`config.mk`:
```
export PLATFORM = sky130hd
export DESIGN_NAME = conv11_output_pack
export DESIGN_NICKNAME = d
export VERILOG_FILES = /design/src/rtl/conv11_output_pack.sv
export SDC_FILE = /design/constraint.sdc
export NUM_CORES = 1
export LEC_CHECK = 0
export ABC_AREA = 1
export CAP_MARGIN = 20
export CORE_MARGIN = 10
export CORE_UTILIZATION = 56
export DETAILED_ROUTE_END_ITERATION = 12
export PLACE_DENSITY = 0.73
export SYNTH_ARGS = -nofsm -noshare
export SYNTH_HDL_FRONTEND = slang
export SYNTH_SLANG_ARGS = --single-unit
```
`constraint.sdc`:
```
create_clock -name clk -period 3.89 [get_ports clk]
set_input_delay 1.167 -clock clk [delete_from_list [all_inputs] [get_ports clk]]
set_output_delay 1.167 -clock clk [all_outputs]
set_load 0.005 [all_outputs]
```
`src/rtl/conv11_output_pack.sv`:
```
// -----------------------------------------------------------------------------
// conv11_output_pack
//
// Purpose:
//   Collects a stream of per-channel 1x1-convolution results, one channel per
//   beat in channel order 0..CH_NUM-1. It packs each complete pixel into one
//   wide word and queues the words in a first-word-fall-through FIFO.
//
// Parameters:
//   OUT_WIDTH  bit width of one channel result
//   CH_NUM     channel results per packed word (1..16)
//   DEPTH      FIFO depth in packed words (power of two, >= 2)
//
// Ports:
//   clk         single clock, rising edge
//   rst         synchronous active-high reset
//   in_valid    in_data carries one channel result
//   in_data     channel result (OUT_WIDTH bits)
//   in_ready    block accepts in_data this cycle
//   out_valid   out_data holds the oldest packed word
//   out_data    packed word, channel k at [k*OUT_WIDTH +: OUT_WIDTH];
//               zero while out_valid is low
//   out_ready   consumer takes out_data this cycle
//   count       packed words currently stored
//   pixel_done  one-cycle pulse the cycle after a word is committed
//
// Build option:
//   CONV11_OUTPUT_PACK_RELU_EN  when defined, in_data is treated as signed.
//                               A negative value is stored as zero.
// -----------------------------------------------------------------------------
module conv11_output_pack #(
  parameter int OUT_WIDTH = 8,
  parameter int CH_NUM    = 4,
  parameter int DEPTH     = 16
) (
  input  logic                          clk,
  input  logic                          rst,
  input  logic                          in_valid,
  input  logic [OUT_WIDTH-1:0]          in_data,
  output logic                          in_ready,
  output logic                          out_valid,
  output logic [CH_NUM*OUT_WIDTH-1:0]   out_data,
  input  logic                          out_ready,
  output logic [$clog2(DEPTH):0]        count,
  output logic                          pixel_done
);

  // A single-channel build still needs a 1-bit counter to keep widths legal.
  localparam int CW   = (CH_NUM > 1) ? $clog2(CH_NUM) : 1;
  localparam int AW   = $clog2(DEPTH);
  localparam int CNTW = AW + 1;
  localparam int WW   = CH_NUM * OUT_WIDTH;

  localparam logic [CW-1:0]   LAST_CH = CW'(CH_NUM - 1);
  localparam logic [CNTW-1:0] DEPTH_C = CNTW'(DEPTH);

  // ---------------------------------------------------------------------------
  // State
  // ---------------------------------------------------------------------------
  logic [CW-1:0]   r_ch_cnt;
  logic [WW-1:0]   r_asm;            // partially assembled pixel, not reset
  logic [WW-1:0]   r_mem [DEPTH];    // FIFO storage, not reset
  logic [AW-1:0]   r_wr_ptr;
  logic [AW-1:0]   r_rd_ptr;
  logic [CNTW-1:0] r_count;
  logic            r_pixel_done;

  // ---------------------------------------------------------------------------
  // Handshake decode
  // ---------------------------------------------------------------------------
  logic            w_last_ch;
  logic            w_in_ready;
  logic            w_accept;
  logic            w_commit;
  logic            w_out_valid;
  logic            w_pop;
  logic [OUT_WIDTH-1:0] w_lane;
  logic [WW-1:0]   w_word;

  assign w_last_ch  = (r_ch_cnt == LAST_CH);

  // Only the beat that completes a pixel needs a free FIFO slot. in_ready
  // looks at the registered count only. A pop in this cycle frees a slot
  // only on the next cycle. This keeps out_ready off the in_ready path.
  assign w_in_ready = !w_last_ch || (r_count < DEPTH_C);

  assign w_accept   = in_valid && w_in_ready;
  assign w_commit   = w_accept && w_last_ch;

  // Gating with rst makes the output read as empty during the reset cycle
  // itself, and not only after the first reset edge.
  assign w_out_valid = (r_count != '0) && !rst;
  assign w_pop       = w_out_valid && out_ready;

  // ---------------------------------------------------------------------------
  // Lane value: optional clamp of negative results to zero
  // ---------------------------------------------------------------------------
`ifdef CONV11_OUTPUT_PACK_RELU_EN
  assign w_lane = in_data[OUT_WIDTH-1] ? '0 : in_data;
`else
  assign w_lane = in_data;
`endif

  // ---------------------------------------------------------------------------
  // Word assembly: the current beat replaces its own lane and every other
  // lane keeps the stored value. w_word feeds both the assembly register
  // and, on the last channel, the FIFO. The completed pixel therefore
  // includes the beat that finishes it.
  // ---------------------------------------------------------------------------
  genvar gi;
  generate
    for (gi = 0; gi < CH_NUM; gi++) begin : g_lane
      assign w_word[gi*OUT_WIDTH +: OUT_WIDTH] =
        (r_ch_cnt == CW'(gi)) ? w_lane : r_asm[gi*OUT_WIDTH +: OUT_WIDTH];
    end
  endgenerate

  always_ff @(posedge clk) begin
    if (w_accept) begin
      r_asm <= w_word;
    end
  end

  // ---------------------------------------------------------------------------
  // Channel counter
  // ---------------------------------------------------------------------------
  always_ff @(posedge clk) begin
    if (rst) begin
      r_ch_cnt <= '0;
    end else if (w_accept) begin
      if (w_last_ch) begin
        r_ch_cnt <= '0;
      end else begin
        r_ch_cnt <= r_ch_cnt + CW'(1);
      end
    end
  end

  // ---------------------------------------------------------------------------
  // FIFO storage. The write port has no reset so that the array can map
  // onto memory resources.
  // ---------------------------------------------------------------------------
  always_ff @(posedge clk) begin
    if (w_commit) begin
      r_mem[r_wr_ptr] <= w_word;
    end
  end

  // ---------------------------------------------------------------------------
  // FIFO pointers, occupancy and commit pulse. DEPTH is a power of two, so
  // the pointers wrap from DEPTH-1 to 0 through natural overflow.
  // ---------------------------------------------------------------------------
  always_ff @(posedge clk) begin
    if (rst) begin
      r_wr_ptr     <= '0;
      r_rd_ptr     <= '0;
      r_count      <= '0;
      r_pixel_done <= 1'b0;
    end else begin
      r_pixel_done <= w_commit;

      if (w_commit) begin
        r_wr_ptr <= r_wr_ptr + AW'(1);
      end

      if (w_pop) begin
        r_rd_ptr <= r_rd_ptr + AW'(1);
      end

      unique case ({w_commit, w_pop})
        2'b10:   r_count <= r_count + CNTW'(1);
        2'b01:   r_count <= r_count - CNTW'(1);
        default: r_count <= r_count;
      endcase
    end
  end

  // ---------------------------------------------------------------------------
  // Outputs. The read is first-word-fall-through: the head word is visible
  // as soon as it is stored, and the bus is forced to zero when empty.
  // ---------------------------------------------------------------------------
  assign in_ready   = w_in_ready;
  assign out_valid  = w_out_valid;
  assign out_data   = w_out_valid ? r_mem[r_rd_ptr] : '0;
  assign count      = r_count;
  assign pixel_done = r_pixel_done;

endmodule

```
# Yosys cells after proc, flatten, opt, wreduce, memory -nomap -nowiden
# Memory sizes are Yosys's and may differ from the RTL's. A register that Yosys moved wholly into a read port is not among the register bits.
# Index checks and enable logic that the tools add are counted.
classes:
  muxes: 11
  n_reduce_logical: 10
  magnitude_cmp: 1
  addsub: 5
  eq_ne: 5
op_table:
  columns: ["operator", "count"]
  rows:
  - ["$mux W32", 1]
  - ["$mux W8", 4]
  - ["$pmux W5 S2", 1]
  - ["$add A4 B1 Y4 const B", 2]
  - ["$mux W4", 2]
  - ["$eq A2 B2 Y1 const B", 3]
  - ["$add A5 B1 Y5 const B", 1]
  - ["$lt A5 B5 Y1 const B", 1]
  - ["$reduce_bool A5 Y1", 1]
  - ["$sub A5 B1 Y5 const B", 1]
  - ["$eq A2 B1 Y1 const B", 2]
  - ["$logic_and A1 B1 Y1", 4]
  - ["$add A2 B1 Y2 const B", 1]
  - ["$logic_not A1 Y1", 2]
  - ["$logic_not A2 Y1", 1]
  - ["$mux W1", 2]
  - ["$mux W2", 1]
  - ["$reduce_bool A2 Y1", 1]
  - ["$logic_or A1 B1 Y1", 1]
word_totals:
  out_inout_bits: 40
  reg_bits: 48
  n_memories: 1
  ram_bits: 512
  wordCells: 39
memory_table:
  columns: ["name", "words", "word_bits", "read_ports", "rd_ports_with_merged_regs", "write_ports", "line", "source"]
  rows:
  - ["r_mem", 16, 32, 1, 1, 1, "62", "logic [WW-1:0] r_mem [DEPTH];"]

# Depth between registers and ports, before layout
# Gate-level depths: netlist of the first run.
depth:
  depth_word: 7
  mapped_depth: 14
  depth_no_buf: 14

# Least setup slack after synthesis of the first run
# OpenSTA, ideal clock, no wires.
synth_path:
  path_type: "input -> register"
  from: "input in_valid"
  to: "memory r_mem[11][0] (netlist bit), enable pin"
  path_stages: 4
  required_time_ns: 3.469
  arrival_ns: 2.904
  setup_slack_ns: 0.565
  path_cell_list: "nand3_2 nor2_1 nand2_1 nor2_1"
synth_via:
  elab_chain_len: 4
synth_lines:
  columns: ["element", "line", "source"]
  rows:
  - ["from (decl)", "38", "input logic in_valid,"]
  - ["$logic_and A1 B1 Y1", "87", "assign w_accept = in_valid && w_in_ready;"]
  - ["$logic_and A1 B1 Y1", "88", "assign w_commit = w_accept && w_last_ch;"]
  - ["$mux W1", "144", "if (w_commit) begin"]
  - ["$mux W1 (implied by the code)", "145", "r_mem[r_wr_ptr] <= w_word;"]
  - ["to (decl)", "62", null]
# Every way passes these cells.

# Final worst setup path of the first run
layout_path:
  from: "input rst"
  to: "output out_data[14]"
layout_via:
  elab_chain_len: 3
layout_lines:
  columns: ["element", "line", "source"]
  rows:
  - ["from (decl)", "37", "input logic rst,"]
  - ["$logic_not A1 Y1", "92", "assign w_out_valid = (r_count != '0) && !rst;"]
  - ["$logic_and A1 B1 Y1", "92", null]
  - ["$mux W32", "184", "assign out_data = w_out_valid ? r_mem[r_rd_ptr] : '0;"]
  - ["to (decl)", "42", "output logic [CH_NUM*OUT_WIDTH-1:0] out_data,"]
# Every way passes these cells.

==> results of run 1 <==
[layout by cell type (no fill, tap or decap), types with 10 or more instances in the layout]
cell type,count
clkinv_1,16
a31oi_1,31
edfxtp_1,544
ha_1,12
o211ai_1,32
a21oi_1,20
buf_4,52
clkdlybuf4s50_1,19
buf_12,20
dfxtp_1,16
mux2_2,24
o32ai_1,59
dlygate4sd2_1,18
clkbuf_16,61
dlymetal6s2s_1,11
nor2_4,16
o21ai_1,92
nor2_1,392
nand2_1,175
o21ai_0,172
clkbuf_1,14
inv_1,27
clkinv_2,10
[power by group]
| group | leakage [nW] | internal, mW | total [mW] | switching [mW] |
|---|---|---|---|---|
| combinational | 3.07 | 0.808 | 2.19 | 1.38 |
| sequential | 5.08 | 6.84 | 6.88 | 0.0460 |
| clock | 0.812 | 2.82 | 4.94 | 2.13 |
| total | 8.97 | 10.5 | 14.0 | 3.55 |
[cell families after synthesis]
family,Yosys count,synth area share [%]
flip-flops,564,73.9
XOR/XNOR,3,0.116
AO/OA/AOI/OAI,415,10.8
multiplexers,24,1.19
buffers and inverters,145,3.27
adder cells (fa/ha/maj),12,0.663
AND/OR/NAND/NOR,597,10.0
[timing repair]
| action | CTS | global route |
|---|---|---|
| pin swaps | 0 | 0 |
| endpoints found under the hold margin | 0 | 0 |
| setup endpoints to repair | 32 | 13 |
| setup buffers | 2 | 7 |
| resized for setup | 28 | 29 |
| cloned | 0 | 6 |
[metrics by stage]
stage | util (%) | total power [mW] | hold WS, ps | worst slack [ps]
detailed placement | 60.7 | 9.04 | 440 | -257
CTS | 64.9 | 13.9 | 450 | -171
global placement | 60.7 | 8.98 | 427 | -196
floorplan | - | 8.29 | 426 | 565
global route | 65.7 | 14.5 | 491 | -15.0
finish | 65.7 | 14.0 | 443 | 85.8
[worst reg2reg max path, cell delays in order (launching register included)]
cell	delay, ps
dfxtp_1	400
ha_1	580
nand3_2	350
inv_1	190
nand2_1	260
nor2_4	430
buf_12	280
[area by class of cell]
type	count	area (µm²)
Sequential cell	564	16700
Fill cell	2819	13700
Multi-Input combinational cell	1051	5330
Timing Repair Buffer	139	1630
Clock buffer	70	1450
Tap cell	525	657
Clock inverter	28	200
Inverter	32	148
[final timing paths]
| path | slack [ps] | endpoint | cells past startpoint |
|---|---|---|---|
| hold reg to reg | 440 | flop | 1 |
| hold / removal | 440 | flop | 1 |
| setup / recovery | 90 | out_data[14] | 9 |
| setup reg to reg | 1060 | r_mem[1][30]$_DFFE_PP_ | 6 |
[cell usage after synthesis, types with 2 or more instances]
library cell | instances | area [µm²]
edfxtp_1 | 544 | 16300
inv_1 | 29 | 109
buf_2 | 25 | 125
clkbuf_2 | 4 | 20.0
a31oi_1 | 32 | 200
o32ai_1 | 64 | 561
buf_4 | 17 | 128
nor2_1 | 408 | 1530
o211ai_1 | 32 | 240
buf_1 | 9 | 33.8
nand2_1 | 175 | 657
ha_1 | 12 | 150
buf_6 | 10 | 113
nand3_1 | 7 | 35.0
xnor2_1 | 2 | 17.5
clkbuf_1 | 47 | 176
o21ai_1 | 94 | 470
dfxtp_1 | 20 | 400
mux2_2 | 24 | 270
a21oi_1 | 20 | 100
o21ai_0 | 172 | 861
nand4_1 | 4 | 25.0
[routing by layer]
layer	vias to the layer above	share of wire, %	wire [µm]	track usage (%)
met4	2	2.9	1710	7.84
met2	886	49	28300	36.1
met3	105	10	6010	4.38
met5	-	0.031	18	0
li1	6579	-	-	-
met1	7349	38	22100	29.7
[state kept, by name, indices dropped and copies added (netlist names), named ones only]
signal,flops
pixel_done,1
r_mem,512
r_rd_ptr,4
r_ch_cnt,2
r_wr_ptr,4
r_asm,32
count,5
==> impl_metrics.csv, run 1 <==
group,metric,value,unit
pwr,power.leakage,8.97,nW
yosys,synth_seq_cells,564,
floorplan,initial_utilization,56.8,%
global_route,grt_overflow_total,0,
routing,vias,14921,
sta,period_needed,3800,ps
cells_and_area,area_growth,15.6,%
routing,drtIter0Drc,1971,
job,cap_violations,0,
critical_path,r2r-start,"r_ch_cnt[0]$_SDFFE_PP0N_",
sta,hold_violations,0,
global_route,grt_pass1_vias,14210,
placed_design,gp_congestion,0.811,
worst_hold_path,hp-class,"flop to flop",
critical_path,critPathLaunch,"rst",
critical_path,crit_chain,"clkdlybuf4s50_1, inv_1, nand2_1, inv_2, buf_12, buf_4, nand2_1, a31oi_1, dlygate4sd2_1",
global_route,gr-usage-all-layers,22.3,%
yosys,netlist_area,0.0226,mm²
critical_path,critPathLaunchType,"primary input",
sta,tns,0,ps
yosys,ys.warnings.count,0,
clock_tree,root_buffer,"clkbuf_16",
routing,drc_errors,0,
critical_path,crit_family,"buffers and inverters",
status,status,"completed",
worst_hold_path,hp-start,"r_rd_ptr[3]$_SDFFE_PP0P_",
yosys,synthArstFlopShare,0,%
placed_design,placed_area,0.0242,mm²
routing,first_pass_iters,6,
cells_and_area,stdcell_count,2409,
yosys,synth-seq-area-share,73.9,%
clock_tree,clock_latency,580,ps
pwr,vdd_ir_drop_max,0.461,mV
sta,report.final.slew_viol_count,0,
yosys,synthCells,1760,
critical_path,worst_ep_required_time,2720,ps
yosys,synth_edf_count,544,
critical_path,path_buf_inv,6,
placed_design,dp.cells,2296,
sta,finClkSkew,15.7,ps
pwr,pwr_density_cell,536,mW/mm²
floorplan,rows,73,
floorplan,core_area,0.0398,mm²
cells_and_area,n_antenna_cell,0,
global_route,antenna_found_initial,1,
floorplan,die_h,221,µm
clock_tree,cts_made_buffers,53,
placed_design,dpl.hpwl,32200,µm
routing,avgRoutedWirePerCell,24.1,µm
clock_tree,clk_pin_slew,60,ps
critical_path,arrival,2640,ps
critical_path,worstSetupEndpointType,"primary output",
routing,drtAntennaViolNets,0,
sta,clock.fmax,263,MHz
sta,slew_headroom,52.5,%
yosys,synth_flop_cell,"edfxtp_1",
critical_path,critPathMaxStageDelay,420,ps
yosys,avgSynthCellArea,12.9,µm²
routing,wirelength,58100,µm
cells_and_area,fin_nets,1865,
clock_tree,htreeDepth,2,
placed_design,io_buffers,51,
critical_path,slowest_stage,"clkdlybuf4s50_1",
clock_tree,holdBufCountCts,0,
clock_tree,tritoncts,"built",
cells_and_area,drive_gt1_share,11.6,%
global_route,grt_max_degree,121,
critical_path,cp_max_fo,17,
cells_and_area,design_area,0.0262,mm²
critical_path,cpMostUsedCell,"nand2_1",
sta,period_share,97.8,%
routing,drt-vias-per-instance,6.19,
clock_tree,clockBufferDepth,3,
clock_tree,cts.sinks,564,
critical_path,crit_type,"primary input to primary output",
floorplan,die_w,221,µm
yosys,synthDistinctLibCells,31,
floorplan,io_pins,52,
sta,setup_viol,0,
floorplan,die_area,0.0489,mm²
global_route,grt_pass1_wl,85500,µm
yosys,synthesis.nets,1784,
sta,worst_pin_slew,713,ps
Note: power is estimated with default switching activity, not from simulation.
==> inputs of run 2 (changes only) <==
- PLACE_DENSITY: 0.73 -> not set
- PLACE_DENSITY_LB_ADDON: not set -> 0.15
==> run 2 against run 1 <==
Against the previous run: sequential share of layout area fell by 0.24 points; first-iteration DRC count fell by 9.9%; routed wire length barely moved; global-route usage rose by 0.66 points; utilization rose by 0.25 points; sequential cell count did not move; critical path depth did not move; design area rose by 0.38%; sequential power barely moved; via count fell by 1.3%; register-to-register slack improved by 460 ps; critical endpoint is now out_data[30].
==> impl_metrics.csv, run 2 (synthesis results as in run 1) <==
group,metric,value,unit
critical_path,cp_max_fo,8,
placed_design,io_buffers,51,
routing,vias,14732,
global_route,grt_pass1_vias,14092,
sta,period_share,97.7,%
sta,finClkSkew,22.5,ps
sta,slew_headroom,31.7,%
sta,hold_violations,0,
routing,drtAntennaViolNets,0,
floorplan,initial_utilization,56.8,%
cells_and_area,final_cell_mix,"edfxtp_1 (544), nor2_1 (391), nand2_1 (175)",
job,cap_violations,0,
global_route,gr-usage-all-layers,23.0,%
worst_hold_path,hp-start,"r_rd_ptr[3]$_SDFFE_PP0P_",
sta,fin_hold_ws,442,ps
routing,first_pass_iters,5,
cells_and_area,stdcell_count,2412,
clock_tree,cts.sinks,564,
clock_tree,cts_made_buffers,54,
routing,wirelength,58100,µm
sta,period_needed,3800,ps
clock_tree,htreeDepth,2,
global_route,antenna_found_initial,3,
critical_path,worst_ep_required_time,2720,ps
clock_tree,clockBufferDepth,3,
global_route,grt_overflow_total,0,
cells_and_area,largest_register,"r_mem",
pwr,power.leakage,8.89,nW
routing,drc_errors,0,
routing,avgRoutedWirePerCell,24.1,µm
clock_tree,root_buffer,"clkbuf_16",
pwr,vdd_ir_drop_max,0.480,mV
routing,drt-vias-per-instance,6.11,
cells_and_area,area_growth,16.0,%
critical_path,r2r-start,"count[0]$_SDFFE_PP0P_",
worst_hold_path,hp-class,"flop to flop",
clock_tree,tritoncts,"built",
floorplan,die_w,221,µm
critical_path,arrival,2630,ps
sta,setup_viol,0,
clock_tree,clk_pin_slew,60,ps
cells_and_area,fin_nets,1866,
floorplan,die_area,0.0489,mm²
cells_and_area,layout_commonest_cell,"edfxtp_1",
placed_design,dp.cells,2295,
placed_design,gp_congestion,0.840,
critical_path,critPathLaunchType,"primary input",
sta,clock.fmax,263,MHz
critical_path,critPathLaunch,"rst",
floorplan,rows,73,
global_route,grt_pass1_wl,87200,µm
routing,drtIter0Drc,1775,
placed_design,dpl.hpwl,31800,µm
sta,worst_pin_slew,1020,ps
clock_tree,clock_latency,590,ps
cells_and_area,n_antenna_cell,0,
critical_path,crit_type,"primary input to primary output",
floorplan,io_pins,52,
cells_and_area,drive_gt1_share,12.0,%
global_route,grt_max_degree,56,
floorplan,core_area,0.0398,mm²
sta,report.final.slew_viol_count,0,
floorplan,die_h,221,µm
status,status,"completed",
cells_and_area,largest_register_ff_count,512,
pwr,p_total,14.3,mW
pwr,pwr_density_cell,544,mW/mm²
critical_path,worstSetupEndpointType,"primary output",
## run 2: stage by stage
step	worst slack [ps]	setup TNS, ps	cell area, µm²	utilization [%]
floorplan	565	0	22600	-
global placement	-214	-5710	24200	60.7
detailed placement	-271	-6660	24200	60.7
CTS	34.6	0	26200	65.9
global route	-0.110	-0.110	26300	66.0
finish	89.7	0	26300	66.0
## run 2: worst paths after layout
check	end	slack, ps	depth (start not counted)
worst max-delay path	out_data[30]	90	9
worst min-delay path	flop	440	1
worst max register to register	count[4]$_SDFFE_PP0P_	1520	14
worst min register to register	flop	440	1
## run 2: metal layers
layer	routed length [µm]	GRT usage, %	vias to the layer above	part of all wire, %
met2	26900	35.7	727	46
li1	-	-	6603	-
met3	5440	4.40	116	9.4
met1	23700	31.8	7280	41
met4	1920	8.41	6	3.3
met5	49	0	-	0.084
## run 2: what timing repair did
| action | 4_1_cts | 5_1_grt |
|---|---|---|
| pin swaps | 1 | 1 |
| hold buffers | 0 | 0 |
| setup endpoints to repair | 32 | 7 |
| cloned | 6 | 0 |
| buffers inserted | 9 | 1 |
| gates resized for setup | 58 | 12 |
## run 2: final cells by class
cell class	count	area (µm²)
Fill cell	2943	13600
Sequential cell	564	16700
Clock buffer	61	1400
Tap cell	525	657
Timing Repair inverter	2	17.5
Timing Repair Buffer	137	1620
Clock inverter	40	368
Multi-Input combinational cell	1051	5320
Inverter	32	138
## run 2: critical path, cell delays in order
cell and delay [ps]:
clkdlybuf4s50_1 430, inv_1 80, nand2_1 80, inv_2 110
buf_12 140, buf_4 140, nand2_1 50, a31oi_1 150
dlygate4sd2_1 270
## run 2: where the power goes
part           internal, mW  leakage [nW]  switching [mW]
Sequential             6.84          5.08          0.0456
Clock                  3.04         0.861            2.17
Combinational         0.813          2.95            1.38
==> inputs of run 3 (changes only) <==
- CORE_UTILIZATION: 56 -> 43
==> run 3 against run 2 <==
Against the previous run: combinational power grew 11%; critical path type is now flop to primary output; sequential share of layout area shrank 1.6 points; die area up 27%; the run now ends with setup timing left.
==> impl_metrics.csv, run 3 (synthesis results as in run 1) <==
group,metric,value,unit
pwr,seq_power_share,47.5,%
cells_and_area,drive_gt1_share,14.2,%
sta,period_needed,3970,ps
cells_and_area,regArea,0.0167,mm²
sta,report.final.slew_viol_count,0,
pwr,cellInternalPower,10.7,mW
cells_and_area,fin_nets,1888,
routing,drtAntennaViolNets,0,
status,status,"finished with violations",
critical_path,cp_max_fo,27,
floorplan,rows,84,
sta,worst_pin_slew,638,ps
job,cap_violations,0,
clock_tree,cts.sinks,564,
pwr,vdd_ir_drop_max,0.386,mV
critical_path,worst_ep_required_time,2720,ps
clock_tree,root_buffer,"clkbuf_16",
floorplan,io_pins,52,
placed_design,gp_congestion,0.806,
clock_tree,holdBufCountCts,0,
cells_and_area,largest_register_ff_count,512,
routing,first_pass_iters,7,
floorplan,initial_utilization,43.3,%
cells_and_area,final_cell_mix,"edfxtp_1 (544), nor2_1 (391), nand2_1 (174)",
cells_and_area,utilization,51.5,%
floorplan,core_area,0.0523,mm²
sta,hold_violations,0,
floorplan,die_h,249,µm
routing,drc_errors,0,
clock_tree,htreeDepth,2,
floorplan,die_w,249,µm
placed_design,dpl.hpwl,34400,µm
global_route,gr-usage-all-layers,19.5,%
worst_hold_path,hp-class,"flop to flop",
clock_tree,tritoncts,"built",
clock_tree,clk_pin_slew,60,ps
cells_and_area,layout_commonest_cell,"edfxtp_1",
critical_path,worstSetupEndpointType,"primary output",
sta,setup_ws,-77.9,ps
critical_path,critPathLaunchType,"flop",
sta,period_share,102,%
sta,fin_hold_ws,454,ps
sta,finClkSkew,20.4,ps
global_route,grt_max_degree,60,
global_route,grt_overflow_total,0,
sta,tns,-77.9,ps
cells_and_area,largest_register,"r_mem",
sta,rsz0062_at_grt,"true",
pwr,combPwrFrac,16.9,%
clock_tree,clockBufferDepth,3,
clock_tree,clock_latency,610,ps
critical_path,arrival,2800,ps
pwr,clock_power_share,35.7,%
sta,setup_viol,1,
pwr,power.leakage,9.14,nW
routing,drt-vias-per-instance,5.61,
floorplan,die_area,0.0622,mm²
routing,vias,14553,
critical_path,crit_type,"flop to primary output",
status,violations,"setup timing",
cells_and_area,n_antenna_cell,0,
sta,clock.fmax,252,MHz
cells_and_area,multi_input_area,0.00546,mm²
global_route,grt_pass1_vias,14304,
routing,wirelength,62300,µm
sta,slew_headroom,57.5,%
routing,avgRoutedWirePerCell,24.0,µm
clock_tree,cts_made_buffers,54,
placed_design,io_buffers,51,
pwr,switchingPower,3.74,mW
routing,drtIter0Drc,1271,
cells_and_area,fillerInstances,4543,
cells_and_area,area_growth,19.0,%
global_route,antenna_found_initial,1,
global_route,grt_pass1_wl,92700,µm
pwr,swShare,25.8,%
pwr,pwr_density_cell,537,mW/mm²
run 3: layout make-up:
class                   count  area share [%]
clock buffers              68            5.45
clock inverters            29           0.947
inverters                  32           0.520
multi-input cells        1051            20.3
flip-flops and latches    564            62.2
well taps                 688            3.20
repair buffers            160            7.43
repair inverters            1          0.0418
run 3: timing repair:
item / in CTS / in global routing
setup buffers: 17 / 1
cloned: 9 / 2
pin swaps: 3 / 7
setup endpoints to repair: 33 / 15
gates resized for setup: 68 / 37
run 3: worst paths after layout:
check	endpoint	slack [ps]	depth (start not counted)	from
max	out_data[3]	-80	9	flop
min	r_rd_ptr[3]$_SDFFE_PP0P_	450	1	r_rd_ptr[3]$_SDFFE_PP0P_
max reg2reg	count[4]$_SDFFE_PP0P_	1210	12	r_ch_cnt[0]$_SDFFE_PP0N_
min reg2reg	r_rd_ptr[3]$_SDFFE_PP0P_	450	1	r_rd_ptr[3]$_SDFFE_PP0P_
run 3: metal layers:
metal  global-route usage (%)  routed length [µm]  vias up
met5                        0                   8        -
met4                     5.71                1590        2
met3                     4.17                4280      105
met2                     31.1               29300      496
met1                     26.5               27000     7312
li1                         -                   -     6638
run 3: critical path, cell delays in order (launching register included):
cell and delay (ps):
dfxtp_4 360, buf_12 150, inv_16 110, buf_12 190, buf_6 170, nor2_1 60, o32ai_2 290, nand2_1 110
a31oi_1 180, clkdlybuf4s50_1 540
run 3: power by group through the flow:
| stage | clock [mW] | combinational, mW | sequential (mW) |
|---|---|---|---|
| global placement | 0 | 2.07 | 7.03 |
| detailed placement | 0 | 2.08 | 7.03 |
| finish | 5.17 | 2.44 | 6.87 |
| CTS | 5.25 | 2.40 | 6.87 |
| floorplan | 0 | 1.30 | 6.99 |
| global route | 5.49 | 2.68 | 6.88 |
run 3: through the flow:
stage	instance area (µm²)	setup slack (ps)	total power [mW]	cells
6_report	26900	-77.9	14.5	2593
5_1_grt	26900	-190	15.0	2593
4_1_cts	26800	-159	14.5	2590
3_5_place_dp	24500	-346	9.11	2467
3_3_place_gp	24500	-309	9.10	2467
2_1_floorplan	22600	565	8.29	1760
